File: config.mk
export PLATFORM = sky130hd
export DESIGN_NAME = i2c_target_regs
export DESIGN_NICKNAME = d
export VERILOG_FILES = /design/src/rtl/i2c_pkg.sv /design/src/rtl/i2c_line_filter.sv /design/src/rtl/i2c_target_regs.sv
export SDC_FILE = /design/constraint.sdc
export NUM_CORES = 1
export LEC_CHECK = 0
export CAP_MARGIN = 20
export CORE_ASPECT_RATIO = 1.25
export CORE_UTILIZATION = 40
export DETAILED_ROUTE_END_ITERATION = 10
export HOLD_SLACK_MARGIN = 0.06
export PLACE_DENSITY = 0.63
export SYNTH_ARGS = -nofsm -noshare
export SYNTH_HDL_FRONTEND = slang
export SYNTH_SLANG_ARGS = --single-unit
File: constraint.sdc
create_clock -name clk -period 3.5 [get_ports clk]
set_input_delay 0.7 -clock clk [delete_from_list [all_inputs] [get_ports clk]]
set_output_delay 0.7 -clock clk [all_outputs]
set_load 0.01 [all_outputs]
File: src/rtl/i2c_pkg.sv
// Shared constants and state encoding for the I2C target register front end.
package i2c_pkg;

    localparam int   I2C_BYTE_W = 8;
    localparam logic ACK        = 1'b0;
    localparam logic NACK       = 1'b1;

    typedef enum logic [3:0] {
        ST_IDLE,
        ST_DEV_ADDR,
        ST_DEV_ACK,
        ST_PTR,
        ST_PTR_ACK,
        ST_WR_DATA,
        ST_WR_ACK,
        ST_RD_DATA,
        ST_RD_MACK,
        ST_IGNORE
    } i2c_state_e;

endpackage

File: src/rtl/i2c_line_filter.sv
// One I2C pad line: 2-flop synchroniser, optional stability filter and edge
// detection. Build option: I2C_INPUT_FILTER_EN adds a FILTER_LEN-cycle filter.
module i2c_line_filter
    import i2c_pkg::*;
#(
    parameter int FILTER_LEN = 3
) (
    input  logic clk,
    input  logic reset,
    input  logic line_i,
    output logic level_o,
    output logic rise_o,
    output logic fall_o
);

    localparam int SYNC_STAGES = 2;

    logic [SYNC_STAGES-1:0] sync_reg;
    logic                   sync_level;
    logic                   filt_level;
    logic                   prev_reg;

    // Resample the asynchronous pad; reset to the idle (released) bus level.
    always_ff @(posedge clk) begin
        if (reset) begin
            sync_reg <= '1;
        end else begin
            sync_reg <= {sync_reg[SYNC_STAGES-2:0], line_i};
        end
    end

    assign sync_level = sync_reg[SYNC_STAGES-1];

`ifdef I2C_INPUT_FILTER_EN
    localparam int CNT_W = (FILTER_LEN < 2) ? 1 : $clog2(FILTER_LEN + 1);

    logic [CNT_W-1:0] cnt_reg;
    logic             filt_reg;

    // Accept a new level only after it has been seen on FILTER_LEN consecutive clocks.
    always_ff @(posedge clk) begin
        if (reset) begin
            filt_reg <= 1'b1;
            cnt_reg  <= '0;
        end else if (sync_level == filt_reg) begin
            cnt_reg  <= '0;
        end else if (cnt_reg == CNT_W'(FILTER_LEN - 1)) begin
            filt_reg <= sync_level;
            cnt_reg  <= '0;
        end else begin
            cnt_reg  <= cnt_reg + 1'b1;
        end
    end

    assign filt_level = filt_reg;
`else
    // Unfiltered build: the synchroniser output is used directly.
    logic unused_filter_len;
    assign unused_filter_len = (FILTER_LEN != 0);
    assign filt_level        = sync_level;
`endif

    // Remember the previous clean level so edges are single-cycle pulses.
    always_ff @(posedge clk) begin
        if (reset) begin
            prev_reg <= 1'b1;
        end else begin
            prev_reg <= filt_level;
        end
    end

    assign level_o = filt_level;
    assign rise_o  = filt_level & ~prev_reg;
    assign fall_o  = ~filt_level & prev_reg;

endmodule

File: src/rtl/i2c_target_regs.sv
// I2C target front end for the LED controller register map: START/STOP decode,
// device address match, register pointer, auto-incrementing burst read/write.
// Build option: I2C_INPUT_FILTER_EN enables the per-line glitch filter.
module i2c_target_regs
    import i2c_pkg::*;
#(
    parameter logic [6:0] ADDRESS    = 7'h69,
    parameter int         ADDR_W     = 4,
    parameter int         FILTER_LEN = 3
) (
    input  logic              clk,
    input  logic              reset,
    input  logic              scl_i,
    input  logic              sda_i,
    output logic              sda_oe,
    output logic [ADDR_W-1:0] reg_addr,
    output logic [7:0]        wr_data,
    output logic              wr_en,
    output logic              rd_req,
    input  logic [7:0]        rd_data,
    output logic              busy,
    output logic              start_o,
    output logic              stop_o
);

    localparam int         LINE_SCL  = 0;
    localparam int         LINE_SDA  = 1;
    localparam logic [3:0] LAST_BIT  = 4'(I2C_BYTE_W - 1);
    localparam logic [3:0] BYTE_BITS = 4'(I2C_BYTE_W);

    logic [1:0] pad_in;
    logic [1:0] line_level;
    logic [1:0] line_rise;
    logic [1:0] line_fall;

    assign pad_in[LINE_SCL] = scl_i;
    assign pad_in[LINE_SDA] = sda_i;

    genvar gi;
    generate
        for (gi = 0; gi < 2; gi++) begin : g_line
            i2c_line_filter #(
                .FILTER_LEN (FILTER_LEN)
            ) u_line (
                .clk     (clk),
                .reset   (reset),
                .line_i  (pad_in[gi]),
                .level_o (line_level[gi]),
                .rise_o  (line_rise[gi]),
                .fall_o  (line_fall[gi])
            );
        end
    endgenerate

    logic scl_level, scl_rise, scl_fall, sda_level;
    logic start_det, stop_det;

    assign scl_level = line_level[LINE_SCL];
    assign scl_rise  = line_rise[LINE_SCL];
    assign scl_fall  = line_fall[LINE_SCL];
    assign sda_level = line_level[LINE_SDA];
    assign start_det = line_fall[LINE_SDA] & scl_level;
    assign stop_det  = line_rise[LINE_SDA] & scl_level;

    i2c_state_e              state_reg, state_next;
    logic [3:0]              bit_cnt_reg, bit_cnt_next;
    logic [I2C_BYTE_W-1:0]   shift_reg, shift_next;
    logic [I2C_BYTE_W-1:0]   byte_in;
    logic                    sda_oe_reg, sda_oe_next;
    logic                    busy_reg, busy_next;
    logic                    rw_reg, rw_next;
    logic                    acked_reg, acked_next;
    logic [ADDR_W-1:0]       reg_addr_reg, reg_addr_next;
    logic [7:0]              wr_data_reg, wr_data_next;
    logic                    wr_en_reg, wr_en_next;
    logic                    rd_req_reg, rd_req_next;
    logic                    rd_dly_reg, rd_dly_next;
    logic                    start_reg, start_next;
    logic                    stop_reg, stop_next;

    // Byte as it stands once the bit on the current SCL rise is included.
    assign byte_in = {shift_reg[I2C_BYTE_W-2:0], sda_level};

    // Register all protocol state; reset releases SDA and clears the pointer.
    always_ff @(posedge clk) begin
        if (reset) begin
            state_reg    <= ST_IDLE;
            bit_cnt_reg  <= '0;
            shift_reg    <= '0;
            sda_oe_reg   <= 1'b0;
            busy_reg     <= 1'b0;
            rw_reg       <= 1'b0;
            acked_reg    <= 1'b0;
            reg_addr_reg <= '0;
            wr_data_reg  <= '0;
            wr_en_reg    <= 1'b0;
            rd_req_reg   <= 1'b0;
            rd_dly_reg   <= 1'b0;
            start_reg    <= 1'b0;
            stop_reg     <= 1'b0;
        end else begin
            state_reg    <= state_next;
            bit_cnt_reg  <= bit_cnt_next;
            shift_reg    <= shift_next;
            sda_oe_reg   <= sda_oe_next;
            busy_reg     <= busy_next;
            rw_reg       <= rw_next;
            acked_reg    <= acked_next;
            reg_addr_reg <= reg_addr_next;
            wr_data_reg  <= wr_data_next;
            wr_en_reg    <= wr_en_next;
            rd_req_reg   <= rd_req_next;
            rd_dly_reg   <= rd_dly_next;
            start_reg    <= start_next;
            stop_reg     <= stop_next;
        end
    end

    // Next-state logic: START/STOP override everything, then per-state bit handling.
    // ACK phases use acked_reg: first SCL fall drives the ACK, second one releases it.
    always_comb begin
        state_next    = state_reg;
        bit_cnt_next  = bit_cnt_reg;
        shift_next    = shift_reg;
        sda_oe_next   = sda_oe_reg;
        busy_next     = busy_reg;
        rw_next       = rw_reg;
        acked_next    = acked_reg;
        reg_addr_next = reg_addr_reg;
        wr_data_next  = wr_data_reg;
        wr_en_next    = 1'b0;
        rd_req_next   = 1'b0;
        rd_dly_next   = rd_req_reg;
        start_next    = 1'b0;
        stop_next     = 1'b0;

        if (start_det) begin
            state_next   = ST_DEV_ADDR;
            bit_cnt_next = '0;
            sda_oe_next  = 1'b0;
            acked_next   = 1'b0;
            start_next   = 1'b1;
        end else if (stop_det) begin
            state_next   = ST_IDLE;
            bit_cnt_next = '0;
            sda_oe_next  = 1'b0;
            acked_next   = 1'b0;
            busy_next    = 1'b0;
            stop_next    = 1'b1;
        end else begin
            case (state_reg)
                ST_DEV_ADDR, ST_PTR, ST_WR_DATA: begin
                    if (scl_rise) begin
                        shift_next = byte_in;
                        if (bit_cnt_reg == LAST_BIT) begin
                            bit_cnt_next = '0;
                            if (state_reg == ST_DEV_ADDR) begin
                                if (shift_reg[6:0] == ADDRESS) begin
                                    state_next = ST_DEV_ACK;
                                    rw_next    = sda_level;
                                    busy_next  = 1'b1;
                                end else begin
                                    state_next = ST_IGNORE;
                                end
                            end else if (state_reg == ST_PTR) begin
                                reg_addr_next = byte_in[ADDR_W-1:0];
                                state_next    = ST_PTR_ACK;
                            end else begin
                                wr_data_next = byte_in;
                                wr_en_next   = 1'b1;
                                state_next   = ST_WR_ACK;
                            end
                        end else begin
                            bit_cnt_next = bit_cnt_reg + 4'd1;
                        end
                    end
                end

                ST_DEV_ACK, ST_PTR_ACK, ST_WR_ACK: begin
                    if (scl_fall) begin
                        if (!acked_reg) begin
                            sda_oe_next = ~ACK;
                            acked_next  = 1'b1;
                        end else begin
                            sda_oe_next = 1'b0;
                            acked_next  = 1'b0;
                            if (state_reg == ST_DEV_ACK) begin
                                if (rw_reg) begin
                                    state_next  = ST_RD_DATA;
                                    rd_req_next = 1'b1;
                                end else begin
                                    state_next  = ST_PTR;
                                end
                            end else begin
                                state_next = ST_WR_DATA;
                                if (state_reg == ST_WR_ACK) begin
                                    reg_addr_next = reg_addr_reg + 1'b1;
                                end
                            end
                        end
                    end
                end

                ST_RD_DATA: begin
                    if (rd_dly_reg) begin
                        shift_next  = {rd_data[6:0], 1'b0};
                        sda_oe_next = ~rd_data[7];
                    end
                    if (scl_rise) begin
                        bit_cnt_next = bit_cnt_reg + 4'd1;
                    end
                    if (scl_fall) begin
                        if (bit_cnt_reg == BYTE_BITS) begin
                            sda_oe_next  = 1'b0;
                            bit_cnt_next = '0;
                            state_next   = ST_RD_MACK;
                        end else begin
                            sda_oe_next = ~shift_reg[7];
                            shift_next  = {shift_reg[6:0], 1'b0};
                        end
                    end
                end

                ST_RD_MACK: begin
                    if (scl_rise) begin
                        if (sda_level == NACK) begin
                            state_next = ST_IGNORE;
                        end else begin
                            reg_addr_next = reg_addr_reg + 1'b1;
                            acked_next    = 1'b1;
                        end
                    end
                    if (scl_fall && acked_reg) begin
                        acked_next   = 1'b0;
                        rd_req_next  = 1'b1;
                        bit_cnt_next = '0;
                        state_next   = ST_RD_DATA;
                    end
                end

                default: begin
                    // IDLE and IGNORE only react to START/STOP
                end
            endcase
        end
    end

    assign sda_oe   = sda_oe_reg;
    assign reg_addr = reg_addr_reg;
    assign wr_data  = wr_data_reg;
    assign wr_en    = wr_en_reg;
    assign rd_req   = rd_req_reg;
    assign busy     = busy_reg;
    assign start_o  = start_reg;
    assign stop_o   = stop_reg;

endmodule

==> metrics <==
outcome completed; cell taking the most area after synthesis dfxtp_1; first-pass GRT wire length 8.23 mm; CORE AREA 5190 um^2; CP Launch Point state_reg[2]; row count 29; GRT overflow 0; pwr/cell area roughly 330 nW/um^2; DR WL/cell approximately 15 um; hold_buf cts 0; max cap viols 0; fin crit period 2.28 ns; library cells used by synthesis approximately 60; sw frac 23.7%; worst-skew pair later-pin latency approximately 0.3 ns; CTS sink count 43; Max FO, Critical Path 17; Seq. cell area 861 um^2; sw power 202 uW; fin area around 2600 um^2; Slew Limit Fails 0; vias in the first global route 1,713; Syn Std Cell Area 2200 um^2; worst slew pin tran 0.606 ns; Peak VDD IR 0.000176 V; Post-synth ARST share 0%; Yosys top cell area share 39.0%; initial core utilization 42.5%; commonest non-fill, non-tap cell in the layout dfxtp_1; Critical Path Start Type flop; final HPWL from detailed placement 3.42 mm; Worst Skew 0.0113 ns; P_leak 0.806 nW; CTS tree done; fillers 498; hold path startpoint g_line[0].u_line.sync_reg[0]; Clock transition at path regs 0.09 ns; Cell Count Post-Placement 332; fraction of layout cells with a size suffix above 1 approximately 8.6%; part of the power in registers 58.2%; initial antenna violation count 0; Syn Inst Count 254; die height 85.0 um; Iter 0 DRT Violations 108; flop and latch count out of synthesis 43; mean post-synth cell area 8.68 um^2; Final TNS setup 0 ns; crit share post-route 65.1%; placed cell area 2520 um^2; total CTS buffers 5; Die Footprint 5810 um^2; # resized after CTS 0; commonest cells after routing, fill and taps aside 43 x dfxtp_1, 29 x clkdlybuf4s50_1, 27 x nor2_1; ys flop type dfxtp_1; clock power share around 37%; DRC errors left 0; Worst Setup End Kind flop; I/O Pins 30; syn nets roughly 270; fmax approximately 440 MHz; Hold WC Path Type reg -> reg; Nets 292; register area share after synthesis 39.0%; EDFF count, synth 0; Slew headroom slightly below 60%; vias per cell 5.59; Arr. time, crit path 2.48 ns; Buffers on Ports 29; multi-input logic area 1240 um^2; area delta synth->final 18.2%; CTS Root Cell clkbuf_8; largest net degree at the start of global routing 20; Layout Cells excl Fill 340; Die X between 60 and 70 um; final wirelength ~5.0 mm; main area contributors after synthesis dfxtp_1 39%, mux2i_1 7.7%, nor2_1 4.6%; Pwr Total 854 uW; maximum buffer depth of the clock tree 2; Inserted Diodes 0; Power Internal 651 uW; Required @ worst endpoint about 3.7 ns; CTS H-tree depth 2; Ys Warns 0; GP Congestion 0.824; crit path kind reg -> reg; final setup violating endpoints 0; unrepaired setup endpoints after global routing false; via count 1,902; r2r startpoint state_reg[2]; Comb pwr share 4.6%; total track usage around a fifth; antenna-violating nets left 0; Final Hold Viols 0; drt first pass iters 4; Post-CTS Setup Inserts 0
==> worst paths after layout <==
| path | slack, ns | to | cells after the start |
|---|---|---|---|
| worst min register to register | 0.41 | g_line[0].u_line.sync_reg[1] | 1 |
| worst max register to register | 1.22 | shift_reg[7] | 5 |
| worst min-delay path | 0.41 | g_line[0].u_line.sync_reg[1] | 1 |
| worst max-delay path | 1.22 | shift_reg[7] | 5 |
==> layer usage <==
| metal | track usage (%) | vias up | share of wire (%) |
|---|---|---|---|
| met5 | 0 | - | 0 |
| met4 | 7.95 | 0 | 1.8 |
| met3 | 4.03 | 7 | 2.8 |
| met2 | 27.1 | 33 | 45 |
| met1 | 26.1 | 898 | 50 |
| li1 | - | 964 | - |
==> logic make-up after synthesis <==
group	after synthesis	synth area share, %
buffers and inverters	25	4.99
DFF	43	39.0
adders and majority gates	3	1.70
xor gates and xnor gates	3	1.19
and+or+nand+nor	103	25.1
AOI/OAI and AO/OA	59	19.8
muxes	18	8.23
==> area by class of cell <==
class	instances	share of cell area, %
multi-input combinational	186	47.6
sequential	43	33.0
timing repair buffer	31	11.7
tap	62	2.98
clock buffer	6	2.78
inverter	10	1.44
clock inverter	2	0.480
==> through the flow <==
stage	hold WS (ns)	worst slack [ns]	util [%]
after global placement	0.392	1.09	48.6
final	0.412	1.22	50.2
after detailed placement	0.392	1.10	48.6
after CTS	0.413	1.23	50.2
after floorplan	0.389	1.63	-
after global routing	0.421	1.00	50.2
==> worst max-delay path: stages, from the launching register on <==
cell	delay [ns]
dfxtp_1	0.72
nand2_1	0.28
a21oi_2	0.29
o311a_1	0.55
nor2_1	0.10
a211oi_1	0.24
==> power groups by stage <==
stage / logic (mW) / registers (mW) / clock network (mW)
after global routing: 0.0429 / 0.498 / 0.348
after CTS: 0.0401 / 0.497 / 0.326
after floorplan: 0.0220 / 0.506 / 0
after global placement: 0.0398 / 0.509 / 0
after detailed placement: 0.0399 / 0.509 / 0
final: 0.0392 / 0.497 / 0.318
==> cell usage after synthesis (2+ instances only) <==
| library cell | instances |
|---|---|
| a211oi_1 | 8 |
| a21oi_1 | 12 |
| a221oi_1 | 2 |
| a311o_1 | 2 |
| and2_1 | 2 |
| and4b_1 | 2 |
| buf_2 | 7 |
| clkbuf_1 | 7 |
| dfxtp_1 | 43 |
| ha_1 | 3 |
| inv_1 | 10 |
| mux2i_1 | 17 |
| nand2_1 | 21 |
| nand2b_1 | 7 |
| nand3_1 | 7 |
| nand3b_1 | 4 |
| nand4_1 | 3 |
| nor2_1 | 27 |
| nor2b_1 | 7 |
| nor3_1 | 3 |
| nor4_1 | 3 |
| nor4b_1 | 2 |
| o211ai_1 | 4 |
| o21a_1 | 2 |
| o21ai_0 | 3 |
| o21ai_1 | 5 |
| o22ai_1 | 2 |
| o31ai_1 | 2 |
| or2_2 | 6 |
| xnor2_1 | 2 |
Note: power is estimated with default switching activity, not from simulation.
==> variant (config.mk and constraints unchanged) <==
The option `I2C_INPUT_FILTER_EN` is turned on by a define.
--- a/src/rtl/i2c_line_filter.sv
+++ b/src/rtl/i2c_line_filter.sv
@@ -2,2 +2,4 @@
 // detection. Build option: I2C_INPUT_FILTER_EN adds a FILTER_LEN-cycle filter.
+`define I2C_INPUT_FILTER_EN
+
 module i2c_line_filter
Behaviour: not the same (Yosys sat finds a counterexample within 4 cycles, from zero or initial values and one cycle with reset high).
==> variant against the unedited design <==
Wire length increased by 7.9%. Global-route usage decreased by 0.68 points. Sequential cell count increased by 6. Synthesized cell count increased by 7.9%. Cell area increased by 9.4%. Worst setup slack got worse by 0.18 ns. Area after synthesis increased by 10%. Critical path depth unchanged. Sequential share of layout area increased by 1.4 points. Clock skew decreased by 0.0067 ns. Largest cell class unchanged.
Power is not compared: it rests on default switching activity, and its combinational part moved more than twofold at a synthesized area within 25%.
==> variant: results (changes against the unedited design) <==
* Routed wire per std cell at 14.6 um (+0.22%)
* Ratio of cells with drive above 1 in the final layout at 11.3% (+2.7 points)
* Filler cell count in the final layout at 575 (+15%)
* R2R Setup Slk at 1.04 ns (-0.18 ns)
* Routing usage on met3 at 3.16% (-0.88 points)
* M1 GR Usage at 24.2% (-1.9 points)
* Total number of multi-input combinational cells at 201 (+8.1%)
* Via count of the first global-routing pass at 1774 (+3.6%)
* Routed wl met3 at 168 um (+22%)
* Routability Congestion at 0.861 (+4.5%)
* Drt initial violations at 134 (+24%)
* Flip-flop and latch share of the layout cell area at 34.4% (+1.4 points)
* M1 wire length at 2.56 mm (+2.6%)
* # nets final at 316 (+8.2%)
* Count of distinct cell types in the synthesized netlist at 54 (-8.5%)
* Most common library cells after synthesis: sky130_fd_sc_hd__dfxtp_1, sky130_fd_sc_hd__nor2_1, sky130_fd_sc_hd__mux2i_1, sky130_fd_sc_hd__a21oi_1, sky130_fd_sc_hd__nand2_1
* Placed wire-length estimate after detailed placement at 3.70 mm (+8.2%)
* Non-clk buf share at 11.2% (-0.48 points)
* Termination of the worst setup path: wr_data[7]
* Result of the run: completed
* Non-clock inverter total of the final layout at 9 (-1)
* Post-synthesis share of cell area spent on xor and xnor gates at 1.44% (+0.25 points)
* Clock buffer and inverter area fraction after layout at 3.03% (-0.24 points)
* Share of synthesized area spent on multiplexers at 10.4% (+2.2 points)
* Synth Area in Compound Gates at 16.2% (-3.5 points)
* Hold Crit Endpoint: g_line[0].u_line.cnt_reg[0]
* Crit-path max FO at 15 (-2)
* Sink Count at 49 (+14%)
* Multi-input combinational area share at 47.3% (-0.32 points)
* Synthesized area divided by synthesized cell count at 8.88 um^2 (+2.3%)
* Crit path arrival time at 2.64 ns (+0.16 ns)
==> variant: cell types whose count changed after synthesis, sizes merged, moves of 3 or more <==
cell	before	now
nor4	3	0
or2	6	9
nor2	29	40
a21oi	13	17
a211oi	8	11
nor3	4	8
mux2i	17	23
dfxtp	43	49
o21ai	8	12
nand2	21	12
==> variant: worst max-delay path, cell delays in order (launching register included) <==
cell	delay, ns
sky130_fd_sc_hd__dfxtp_1	0.69
sky130_fd_sc_hd__nand4bb_1	0.23
sky130_fd_sc_hd__a211oi_1	0.31
sky130_fd_sc_hd__nor3b_2	0.78
sky130_fd_sc_hd__mux2i_1	0.27
sky130_fd_sc_hd__nor2_1	0.05
==> variant: through the flow <==
step                      hold slack (ns)  total power, mW  cell area, um^2  setup WS (ns)
final                               0.411             1.24             2850           1.04
after floorplan                     0.389            0.854             2430           1.60
after CTS                           0.418             1.25             2850           1.03
after global routing                0.433             1.31             2850          0.829
after detailed placement            0.399            0.918             2770           1.05
after global placement              0.393            0.915             2770           1.12
